## src/rtl/pipe_ctrl_pkg.sv

```systemverilog
// Shared constants for the pipeline sequencer: stall vectors, exception codes and FSM encodings.
package pipe_ctrl_pkg;

  localparam logic        STOP      = 1'b1;
  localparam logic        NO_STOP   = 1'b0;
  localparam logic [31:0] ZERO_WORD = 32'h0000_0000;

  // Stall vector bit order: [0]=PC [1]=IF [2]=ID [3]=EX [4]=MEM [5]=WB
  localparam logic [5:0] STALL_NONE = 6'b000000;
  localparam logic [5:0] STALL_IF   = 6'b000011;
  localparam logic [5:0] STALL_ID   = 6'b000111;
  localparam logic [5:0] STALL_EX   = 6'b001111;
  localparam logic [5:0] STALL_MEM  = 6'b011111;

  localparam logic [31:0] EXC_ERET = 32'h0000_000e;

  localparam logic [0:0] PCTRL_IDLE  = 1'b0;
  localparam logic [0:0] PCTRL_DRAIN = 1'b1;

endpackage

```

## src/rtl/pipe_ctrl_if.sv

```systemverilog
// Pipeline-facing bundle of pipe_ctrl: stall requests and exception inputs, stall/flush/redirect outputs.
interface pipe_ctrl_if;
  logic        stallreq_from_if;
  logic        stallreq_from_id;
  logic        stallreq_from_ex;
  logic        stallreq_from_mem;
  logic [31:0] excepttype_i;
  logic [31:0] cp0_epc_i;
  logic [5:0]  stall;
  logic        flush;
  logic [31:0] new_pc;

  modport master (
    output stallreq_from_if, stallreq_from_id, stallreq_from_ex, stallreq_from_mem,
    output excepttype_i, cp0_epc_i,
    input  stall, flush, new_pc
  );

  modport slave (
    input  stallreq_from_if, stallreq_from_id, stallreq_from_ex, stallreq_from_mem,
    input  excepttype_i, cp0_epc_i,
    output stall, flush, new_pc
  );
endinterface

```

## src/rtl/pipe_ctrl_wdog.sv

```systemverilog
// Consecutive-stall watchdog: counts held cycles and raises a sticky timeout flag on expiry.
module pipe_ctrl_wdog
  import pipe_ctrl_pkg::*;
#(
  parameter int unsigned WDOG_LIMIT = 1024
) (
  input  logic clk,
  input  logic rst,
  input  logic req_i,      // a stall request is present while in IDLE
  input  logic cnt_en_i,   // the pipeline is actually held this cycle
  input  logic wdog_clr_i,
  output logic fire_o,
  output logic timeout_o
);

  localparam logic [15:0] FIRE_AT = 16'(WDOG_LIMIT - 1);

  logic [15:0] cnt;

  assign fire_o = req_i && (cnt == FIRE_AT);

  // A fire always flushes, so cnt_en_i is low that cycle and the count restarts.
  always_ff @(posedge clk or posedge rst) begin
    if (rst) begin
      cnt <= '0;
    end else if (cnt_en_i) begin
      cnt <= cnt + 16'd1;
    end else begin
      cnt <= '0;
    end
  end

  always_ff @(posedge clk or posedge rst) begin
    if (rst) begin
      timeout_o <= NO_STOP;
    end else if (fire_o) begin
      timeout_o <= 1'b1;
    end else if (wdog_clr_i) begin
      timeout_o <= 1'b0;
    end
  end

endmodule

```

## src/rtl/pipe_ctrl.sv

```systemverilog
// Pipeline sequencer: stall arbitration, exception/ERET flush FSM and stall watchdog.
// Optional perf counters are built when PIPE_CTRL_PERF_CNT_EN is defined.
module pipe_ctrl
  import pipe_ctrl_pkg::*;
#(
  parameter int unsigned FLUSH_CYCLES = 1,
  parameter logic [31:0] EXC_VECTOR   = 32'h0000_0020,
  parameter int unsigned WDOG_LIMIT   = 1024
) (
  input  logic         clk,
  input  logic         rst,
  pipe_ctrl_if.slave   pif,
  input  logic         wdog_clr_i,
  output logic         timeout_o,
  output logic         busy_o,
  output logic [31:0]  stall_cycles_o,
  output logic [15:0]  flush_count_o
);

  localparam logic [3:0] DRAIN_INIT = 4'(FLUSH_CYCLES - 1);

  logic [0:0]  state;
  logic [3:0]  drain_cnt;
  logic [31:0] target_q;
  logic [31:0] exc_target;
  logic [5:0]  arb_stall;
  logic        wdog_fire;
  logic        exc_pending;
  logic        take_flush;

  always_comb begin
    if (pif.stallreq_from_mem)     arb_stall = STALL_MEM;
    else if (pif.stallreq_from_ex) arb_stall = STALL_EX;
    else if (pif.stallreq_from_id) arb_stall = STALL_ID;
    else if (pif.stallreq_from_if) arb_stall = STALL_IF;
    else                           arb_stall = STALL_NONE;
  end

  assign exc_pending = (pif.excepttype_i != ZERO_WORD) || wdog_fire;

  always_comb begin
    if (wdog_fire)                        exc_target = EXC_VECTOR;
    else if (pif.excepttype_i == EXC_ERET) exc_target = pif.cp0_epc_i;
    else                                  exc_target = EXC_VECTOR;
  end

  // Outputs are gated by rst so an asserted reset silences the pipeline without a clock edge.
  always_comb begin
    pif.stall  = STALL_NONE;
    pif.flush  = 1'b0;
    pif.new_pc = target_q;
    busy_o     = 1'b0;
    take_flush = 1'b0;
    if (rst) begin
      pif.new_pc = ZERO_WORD;
    end else if (state == PCTRL_DRAIN) begin
      pif.flush = 1'b1;
      busy_o    = 1'b1;
    end else if (exc_pending && (!pif.stallreq_from_mem || wdog_fire)) begin
      pif.flush  = 1'b1;
      pif.new_pc = exc_target;
      take_flush = 1'b1;
    end else if (exc_pending) begin
      pif.stall = STALL_MEM;
    end else begin
      pif.stall = arb_stall;
    end
  end

  always_ff @(posedge clk or posedge rst) begin
    if (rst) begin
      state     <= PCTRL_IDLE;
      drain_cnt <= '0;
      target_q  <= ZERO_WORD;
    end else if (state == PCTRL_IDLE) begin
      if (take_flush) begin
        target_q <= exc_target;
        if (FLUSH_CYCLES > 1) begin
          state     <= PCTRL_DRAIN;
          drain_cnt <= DRAIN_INIT;
        end
      end
    end else begin
      if (drain_cnt == 4'd1) state <= PCTRL_IDLE;
      drain_cnt <= drain_cnt - 4'd1;
    end
  end

  pipe_ctrl_wdog #(
    .WDOG_LIMIT (WDOG_LIMIT)
  ) u_wdog (
    .clk        (clk),
    .rst        (rst),
    .req_i      ((state == PCTRL_IDLE) && (arb_stall != STALL_NONE)),
    .cnt_en_i   (pif.stall != STALL_NONE),
    .wdog_clr_i (wdog_clr_i),
    .fire_o     (wdog_fire),
    .timeout_o  (timeout_o)
  );

`ifdef PIPE_CTRL_PERF_CNT_EN
  always_ff @(posedge clk or posedge rst) begin
    if (rst) begin
      stall_cycles_o <= '0;
      flush_count_o  <= '0;
    end else begin
      if ((pif.stall != STALL_NONE) && (stall_cycles_o != '1))
        stall_cycles_o <= stall_cycles_o + 32'd1;
      // One count per flush event; drain cycles do not re-trigger take_flush.
      if (take_flush && (flush_count_o != '1))
        flush_count_o <= flush_count_o + 16'd1;
    end
  end
`else
  assign stall_cycles_o = '0;
  assign flush_count_o  = '0;
`endif

endmodule

```

## src/flat_wrapper.sv

```systemverilog
// flat-port wrapper written by rule: the top's interface ports become plain ports
module pipe_ctrl_flat import pipe_ctrl_pkg::*;
#(
  parameter int unsigned FLUSH_CYCLES = 1,
  parameter logic [31:0] EXC_VECTOR   = 32'h0000_0020,
  parameter int unsigned WDOG_LIMIT   = 1024
)
  (clk, rst, wdog_clr_i, timeout_o, busy_o, stall_cycles_o, flush_count_o, pif_stallreq_from_if, pif_stallreq_from_id, pif_stallreq_from_ex, pif_stallreq_from_mem, pif_excepttype_i, pif_cp0_epc_i, pif_stall, pif_flush, pif_new_pc);
  pipe_ctrl_if pif_i ();
  input  logic clk;
  input  logic rst;
  input  logic wdog_clr_i;
  output logic timeout_o;
  output logic busy_o;
  output logic [31:0] stall_cycles_o;
  output logic [15:0] flush_count_o;
  input wire logic [$bits(pif_i.stallreq_from_if)-1:0] pif_stallreq_from_if;
  input wire logic [$bits(pif_i.stallreq_from_id)-1:0] pif_stallreq_from_id;
  input wire logic [$bits(pif_i.stallreq_from_ex)-1:0] pif_stallreq_from_ex;
  input wire logic [$bits(pif_i.stallreq_from_mem)-1:0] pif_stallreq_from_mem;
  input wire logic [$bits(pif_i.excepttype_i)-1:0] pif_excepttype_i;
  input wire logic [$bits(pif_i.cp0_epc_i)-1:0] pif_cp0_epc_i;
  output wire logic [$bits(pif_i.stall)-1:0] pif_stall;
  output wire logic [$bits(pif_i.flush)-1:0] pif_flush;
  output wire logic [$bits(pif_i.new_pc)-1:0] pif_new_pc;
  assign pif_i.stallreq_from_if = pif_stallreq_from_if;
  assign pif_i.stallreq_from_id = pif_stallreq_from_id;
  assign pif_i.stallreq_from_ex = pif_stallreq_from_ex;
  assign pif_i.stallreq_from_mem = pif_stallreq_from_mem;
  assign pif_i.excepttype_i = pif_excepttype_i;
  assign pif_i.cp0_epc_i = pif_cp0_epc_i;
  assign pif_stall = pif_i.stall;
  assign pif_flush = pif_i.flush;
  assign pif_new_pc = pif_i.new_pc;
  pipe_ctrl #(.FLUSH_CYCLES(FLUSH_CYCLES), .EXC_VECTOR(EXC_VECTOR), .WDOG_LIMIT(WDOG_LIMIT)) u_core (.clk(clk), .rst(rst), .pif(pif_i), .wdog_clr_i(wdog_clr_i), .timeout_o(timeout_o), .busy_o(busy_o), .stall_cycles_o(stall_cycles_o), .flush_count_o(flush_count_o));
endmodule
```

## config.mk

```make
export PLATFORM = sky130hd
export DESIGN_NAME = pipe_ctrl_flat
export DESIGN_NICKNAME = d
export VERILOG_FILES = /design/src/rtl/pipe_ctrl_pkg.sv /design/src/rtl/pipe_ctrl_if.sv /design/src/rtl/pipe_ctrl_wdog.sv /design/src/rtl/pipe_ctrl.sv /design/src/flat_wrapper.sv
export SDC_FILE = /design/constraint.sdc
export NUM_CORES = 1
export LEC_CHECK = 0
export ABC_AREA = 1
export BUFFER_PORTS_ARGS = -buffer_cell sky130_fd_sc_hd__buf_4
export CAP_MARGIN = 10
export CORE_ASPECT_RATIO = 1.5
export CORE_MARGIN = 2
export CORE_UTILIZATION = 48
export DETAILED_ROUTE_END_ITERATION = 7
export MAX_ROUTING_LAYER = met4
export PLACE_DENSITY_LB_ADDON = 0.12
export SYNTH_ARGS = -nofsm -noshare
export SYNTH_HDL_FRONTEND = slang
export SYNTH_SLANG_ARGS = --single-unit
```

## constraint.sdc

```tcl
create_clock -name clk -period 3.1 [get_ports clk]
set_input_delay 0.155 -clock clk [delete_from_list [all_inputs] [get_ports clk]]
set_output_delay 0.155 -clock clk [all_outputs]
set_load 0.005 [all_outputs]
```

**Word-level counts from Yosys, hierarchy flattened**

Cells that the tools add are included.

- Latch bits: 0
- Memory bits (read-only): 0
- Register bits after elaboration: 54
- Bits in writable memories: 0
- Memories: 0
- Logic and storage cells: 47
- Input port bits: 71
- Output and inout port bits: 89

- Shift operators: 0
- Equal/unequal tests: 3
- Bitwise logic cells: 1
- Mux-type cells: 25
- Order comparisons: 0
- Div/mod/pow operators: 0
- Add/sub/neg operators: 2
- Multiply operators: 0
- Reduce and logical (&&, ||, !) cells: 11

Operator list:

| operator | number |
|---|---|
| two-way mux 32 bit | 5 |
| two-way mux 6 bit | 7 |
| == test 32 x 4 -> 1 bit, second input constant | 1 |
| nonzero test 32 bit | 1 |
| adder 16 x 1 -> 16 bit, second input constant | 1 |
| == test 16 x 10 -> 1 bit, second input constant | 1 |
| two-way mux 16 bit | 1 |
| nonzero test 6 bit | 2 |
| two-way mux 1 bit | 11 |
| == test 4 x 1 -> 1 bit, second input constant | 1 |
| subtractor 4 x 1 -> 4 bit, second input constant | 1 |
| logical AND 1 bit | 3 |
| logical OR 1 bit | 2 |
| two-way mux 2 bit | 1 |
| AND reduction 2 bit | 1 |
| nonzero test 2 bit | 1 |
| zero test 1 bit | 1 |
| NOT 1 bit | 1 |

**Depth between registers and ports, before layout**

- Depth after elaboration: 14
- Mapped depth: 13

**Cells and area by module**

A second synthesis with hierarchy kept.

- Cells, all modules: 536
- Area total of the unflattened synthesis: 4124.0 um2

Modules (own cells, without submodules):

| module | area an instance (um2) | seq. area each (um2) | times used | cells an instance |
|---|---|---|---|---|
| pipe_ctrl | 3179.3 | 925.9 | 1 | 412 |
| pipe_ctrl_wdog | 944.7 | 425.4 | 1 | 124 |

**Worst setup path before layout**

No wires, ideal clock.

- Path kind: input -> output
- Start: in rst
- End: out pif_new_pc[11]
- Path slack: 597 ps
- Path buffers: 1
- Arrival time: 2348 ps
- Stages on the path: 4
- Cells stage by stage: inv_1 buf_1 nand3_1 nand2_1

- Cells in the longest elaborated chain, start to end: 1

Ends and longest elaborated chain:

| item | line | RTL |
|---|---|---|
| start, declared | flat_wrapper.sv:11 | `input logic rst;` |
| two-way mux 32 bit | pipe_ctrl.sv:54 | `if (rst) begin` |
| end, declared | flat_wrapper.sv:25 | `output wire logic [$bits(pif_i.new_pc)-1:0] pif_new_pc;` |

Every way passes these cells.

**Worst setup path after layout**

- Start: reg u_core.u_wdog.cnt[0]
- End: out pif_new_pc[12]

- Cells in the longest elaborated chain, start to end: 7
- Elaborated cells on any way between the ends: 9
- Those cells by class: 1 x eq/ne; 4 x mux; 4 x reduce/logical

Ends and longest elaborated chain:

| item | line | RTL |
|---|---|---|
| start, declared | pipe_ctrl_wdog.sv:18 | `logic [15:0] cnt;` |
| start signal, assigned | pipe_ctrl_wdog.sv:27 | `cnt <= cnt + 16'd1;` |
| == test 16 x 10 -> 1 bit * | pipe_ctrl_wdog.sv:20 | `assign fire_o = req_i && (cnt == FIRE_AT);` |
| logical AND 1 bit * | pipe_ctrl_wdog.sv:20 |  |
| logical OR 1 bit (on tied branches) | pipe_ctrl.sv:39, pipe_ctrl.sv:59 |  |
| logical AND 1 bit | pipe_ctrl.sv:59 | `end else if (exc_pending && (!pif.stallreq_from_mem \|\| wdog_fire)) begin` |
| two-way mux 32 bit * | pipe_ctrl.sv:59 |  |
| two-way mux 32 bit * | pipe_ctrl.sv:56 | `end else if (state == PCTRL_DRAIN) begin` |
| two-way mux 32 bit * | pipe_ctrl.sv:54 |  |

Every way passes the cells marked *; elsewhere a longest branch is shown, timed or not.

==> parameters.txt <==
Parameter                              Value

Min path
  Worst hold path endpoint    u_core.u_wdog.timeout_o$_DFFE_PP0P_
  Number of cells on the worst hold path    2
  Worst min-delay path startpoint    wdog_clr_i
  Min-delay worst type    in2reg

Routing
  Vias per cell    4.578
  First-pass iteration count of the detailed router    4
  1st-iter DRT viols    150
  DRT Wirelength    approximately 8.2 mm
  DR vias    roughly 3.3k
  Count of antenna-violating nets left after detailed routing    0
  DRC Markers    0
  Final routed wire length divided by cell count    11.47 microns

STA
  Min Clock Period, post-route    2.604 ns
  Worst-margin pin slew    0.9747 ns
  Portion of the clock cycle consumed by the worst path in the final layout    0.8399
  Total setup violations reported at the end of the flow    0
  Number of max-slew violations in the final report    0
  Number of hold violations in the final report    0
  Highest Clock Rate    0.3841 GHz
  Unrepaired setup endpoints after global routing    no
  Final sum of negative setup slack    0 ns
  Clock skew after layout    roughly 0.0071 ns
  Setup slack of the critical path after layout    roughly 0.50 ns
  Slew margin rel.    0.3501

Clocking
  Root Driver    sky130_fd_sc_hd__clkbuf_16
  H-tree level count    2
  Post-CTS setup-driven buffer insertion count    0
  Number of buffers on the longest clock path    2
  Number of clock buffers inserted by TritonCTS    5
  Post-CTS clock slew at the launch and capture registers of the worst setup and hold paths    0.06 ns
  Clock sinks    54
  Worst-Skew Late Latency    0.29 ns
  CTS tree    done

Logic synthesis
  Mean area per synthesized cell    7.180 sq um
  Total of warnings raised by yosys    0
  Count of state elements after synthesis    54
  Cell count after synthesis    ~510
  Sequential area share after synthesis    0.3668
  Netlist area before placement    0.003684 sq mm
  Count of flip-flops with a built-in enable after synthesis    0
  Unique cell type count in the Yosys netlist    28
  Flip-flop cell with the highest count after synthesis    sky130_fd_sc_hd__dfrtp_1
  Proportion of synthesized flip-flops having asynchronous set or reset    1.000

Worst setup path
  R2R setup slack    1.00 ns
  Longest individual stage delay on the worst path    0.38 ns
  Critical path, cell by cell    ha_1 -> nand2_1 -> nor2_2 -> nand2_2 -> nor2_2 -> nand2_2 -> o21ai_2 -> buf_4 -> nand3_1 -> nand2_1 -> buf_4
  Data required time at the worst endpoint    2.94 ns
  Crit path capture type    output port
  Dominant delay contributor by cell family on the critical path    simple AND/OR/NAND/NOR gates
  Start point of the critical path    u_core.u_wdog.cnt[0]$_DFF_PP0_
  Setup crit start kind    register
  CP bufs+invs    2
  Classification of the worst setup path    reg2out
  WP data arrival    2.45 ns
  Largest fanout on the critical path    24
  FF-to-FF path depth    10
  Startpoint of the worst register-to-register path    u_core.u_wdog.cnt[0]$_DFF_PP0_
  Endpoint of the most critical register-to-register path    u_core.target_q[13]$_DFFE_PP0P_
  Master of the slowest instance on the critical path    sky130_fd_sc_hd__o21ai_2

Power
  Total power after layout    1.429 mW
  Cell area power density    318.5 mW/mm^2
  Worst IR Drop VDD    approximately 0.00025 V
  Leakage power summed over all cells    2.638 nW

Placement
  IO Port Bufs    110
  Weighted congestion reported at the end of routability-driven placement    0.8359
  Pre-CTS WS    0.8017 ns
  HPWL Detailed    6.184 mm

Global routing
  Number of antenna violations at the first check in global routing    0
  Number of global-route vias before repair    around 3.1k
  Overflow left after global routing    0
  Tot GR Track Use    0.2093
  First-pass GRT wire length    13.75 mm
  Largest net degree at the start of global routing    47

Floorplanning
  Starting utilization of the core area    0.4902
  Ports placed on the boundary    160
  Vertical die dimension    111.3 microns
  Area of the core    0.007515 sq mm
  Core Rows    39
  Area enclosed by the die boundary    0.008405 sq mm
  Chip width    about 76 microns

Finish
  Antenna fix cells    0
  Ratio of cells with drive above 1 in the final layout    0.2476
  Number of nets in the finished design    688
  Post-synthesis to final-layout area growth    21.81%

Flow run
  Max-cap violations    0

Run status
  Status    finished, final reports clean
-- synthesized netlist by cell type (2+ instances only) --
cell / count / share of area
sky130_fd_sc_hd__nand2_1: 129 / 0.13
sky130_fd_sc_hd__nand2_4: 3 / 0.0092
sky130_fd_sc_hd__inv_2: 2 / 0.0020
sky130_fd_sc_hd__clkbuf_1: 3 / 0.0031
sky130_fd_sc_hd__dfrtp_1: 54 / 0.37
sky130_fd_sc_hd__nand3_1: 71 / 0.096
sky130_fd_sc_hd__nand2_2: 5 / 0.0085
sky130_fd_sc_hd__buf_1: 3 / 0.0031
sky130_fd_sc_hd__nor2_4: 2 / 0.0061
sky130_fd_sc_hd__ha_1: 3 / 0.010
sky130_fd_sc_hd__inv_1: 53 / 0.054
sky130_fd_sc_hd__xor2_1: 12 / 0.029
sky130_fd_sc_hd__nor3_1: 2 / 0.0027
sky130_fd_sc_hd__nand4_1: 4 / 0.0068
sky130_fd_sc_hd__nor2_1: 75 / 0.076
sky130_fd_sc_hd__nand3_4: 3 / 0.014
sky130_fd_sc_hd__o21ai_0: 3 / 0.0041
sky130_fd_sc_hd__buf_4: 56 / 0.11
sky130_fd_sc_hd__xnor2_1: 3 / 0.0071
sky130_fd_sc_hd__nor2_2: 13 / 0.022
sky130_fd_sc_hd__buf_6: 7 / 0.021
-- layout by cell type, fill, tap and decap left out, drive strengths merged --
master / instances
nand3b: 1
xnor2: 3
nor2: 90
buf: 115
dfrtp: 54
o21ai: 4
conb: 49
ha: 3
clkbuf: 6
clkinvlp: 1
nand3: 74
inv: 56
dlygate4sd3: 1
a21oi: 1
a31oi: 1
xor2: 12
nand2: 137
nor3: 2
nand4: 4
-- per-layer routing --
layer / global-route usage / part of all wire / up-vias
met1: 0.2528 / 0.40 / 1503
met5: - / 0 / -
met4: 0.06316 / 0.016 / 0
li1: - / - / 1672
met3: 0.02727 / 0.044 / 10
met2: 0.3548 / 0.54 / 93
-- worst max path at each step --
stage                           to  slack (ns)  depth (start not counted)
global placement    pif_new_pc[15]        0.89                         11
CTS                 pif_new_pc[15]        0.49                         11
global route        pif_new_pc[18]        0.31                         11
finish              pif_new_pc[12]        0.50                         11
floorplan           pif_new_pc[11]        0.60                          4
detailed placement  pif_new_pc[15]        0.80                         11
-- metrics by stage --
stage / hold WS, ns / std cells / utilization / cell area (sq um)
floorplan: 0.2622 / 561 / - / 3864
global placement: 0.1820 / 708 / 0.5776 / 4340
detailed placement: 0.1912 / 708 / 0.5776 / 4340
CTS: 0.07787 / 716 / 0.5971 / 4487
global route: 0.08661 / 716 / 0.5971 / 4487
finish: 0.08158 / 716 / 0.5971 / 4487
-- worst register-to-register path: stages, from the launching register on --
cell and delay, ns:
sky130_fd_sc_hd__dfrtp_1 0.36, sky130_fd_sc_hd__ha_1 0.19, sky130_fd_sc_hd__nand2_1 0.07, sky130_fd_sc_hd__nor2_2 0.18, sky130_fd_sc_hd__nand2_2 0.14, sky130_fd_sc_hd__nor2_2 0.14
sky130_fd_sc_hd__nand2_2 0.09, sky130_fd_sc_hd__o21ai_2 0.38, sky130_fd_sc_hd__buf_4 0.31, sky130_fd_sc_hd__nand3_1 0.11, sky130_fd_sc_hd__nand2_1 0.08
-- what timing repair did --
item / 4_1_cts / 5_1_grt
endpoints found under the setup margin: 0 / 0
endpoints found under the hold margin: 10 / 0
resized for setup: 0 / 0
hold buffers: 1 / 0
-- registers in the layout, indices dropped and copies added (netlist names) --
| signal | cells |
|---|---|
| u_core.drain_cnt | 4 |
| u_core.state | 1 |
| u_core.target_q | 32 |
| u_core.u_wdog.timeout_o | 1 |
| u_core.u_wdog.cnt | 16 |
-- logic make-up after synthesis --
| family | after synthesis | share of synthesized area |
|---|---|---|
| simple gates | 308 | 0.3760 |
| buf+inv | 126 | 0.2007 |
| flops | 54 | 0.3668 |
| xor+xnor | 15 | 0.03567 |
| compound gates | 6 | 0.009510 |
| fa+ha+maj | 3 | 0.01019 |
| other cells | 1 | 0.001018 |
-- layout make-up --
type | count | area [sq um]
clock inverters | 1 | 7.507
fillers | 725 | 3028
flip-flops and latches | 54 | 1351
repair buffers | 116 | 885.9
clock buffers | 6 | 128.9
inverters | 56 | 212.7
well taps | 102 | 127.6
multi-input cells | 381 | 1773
-- where the power goes --
part	total (mW)	switching, mW	internal, mW
clock	0.535	0.239	0.295
combinational	0.186	0.102	0.0837
sequential	0.709	0.00156	0.707
Note: power is estimated with default switching activity, not from simulation.
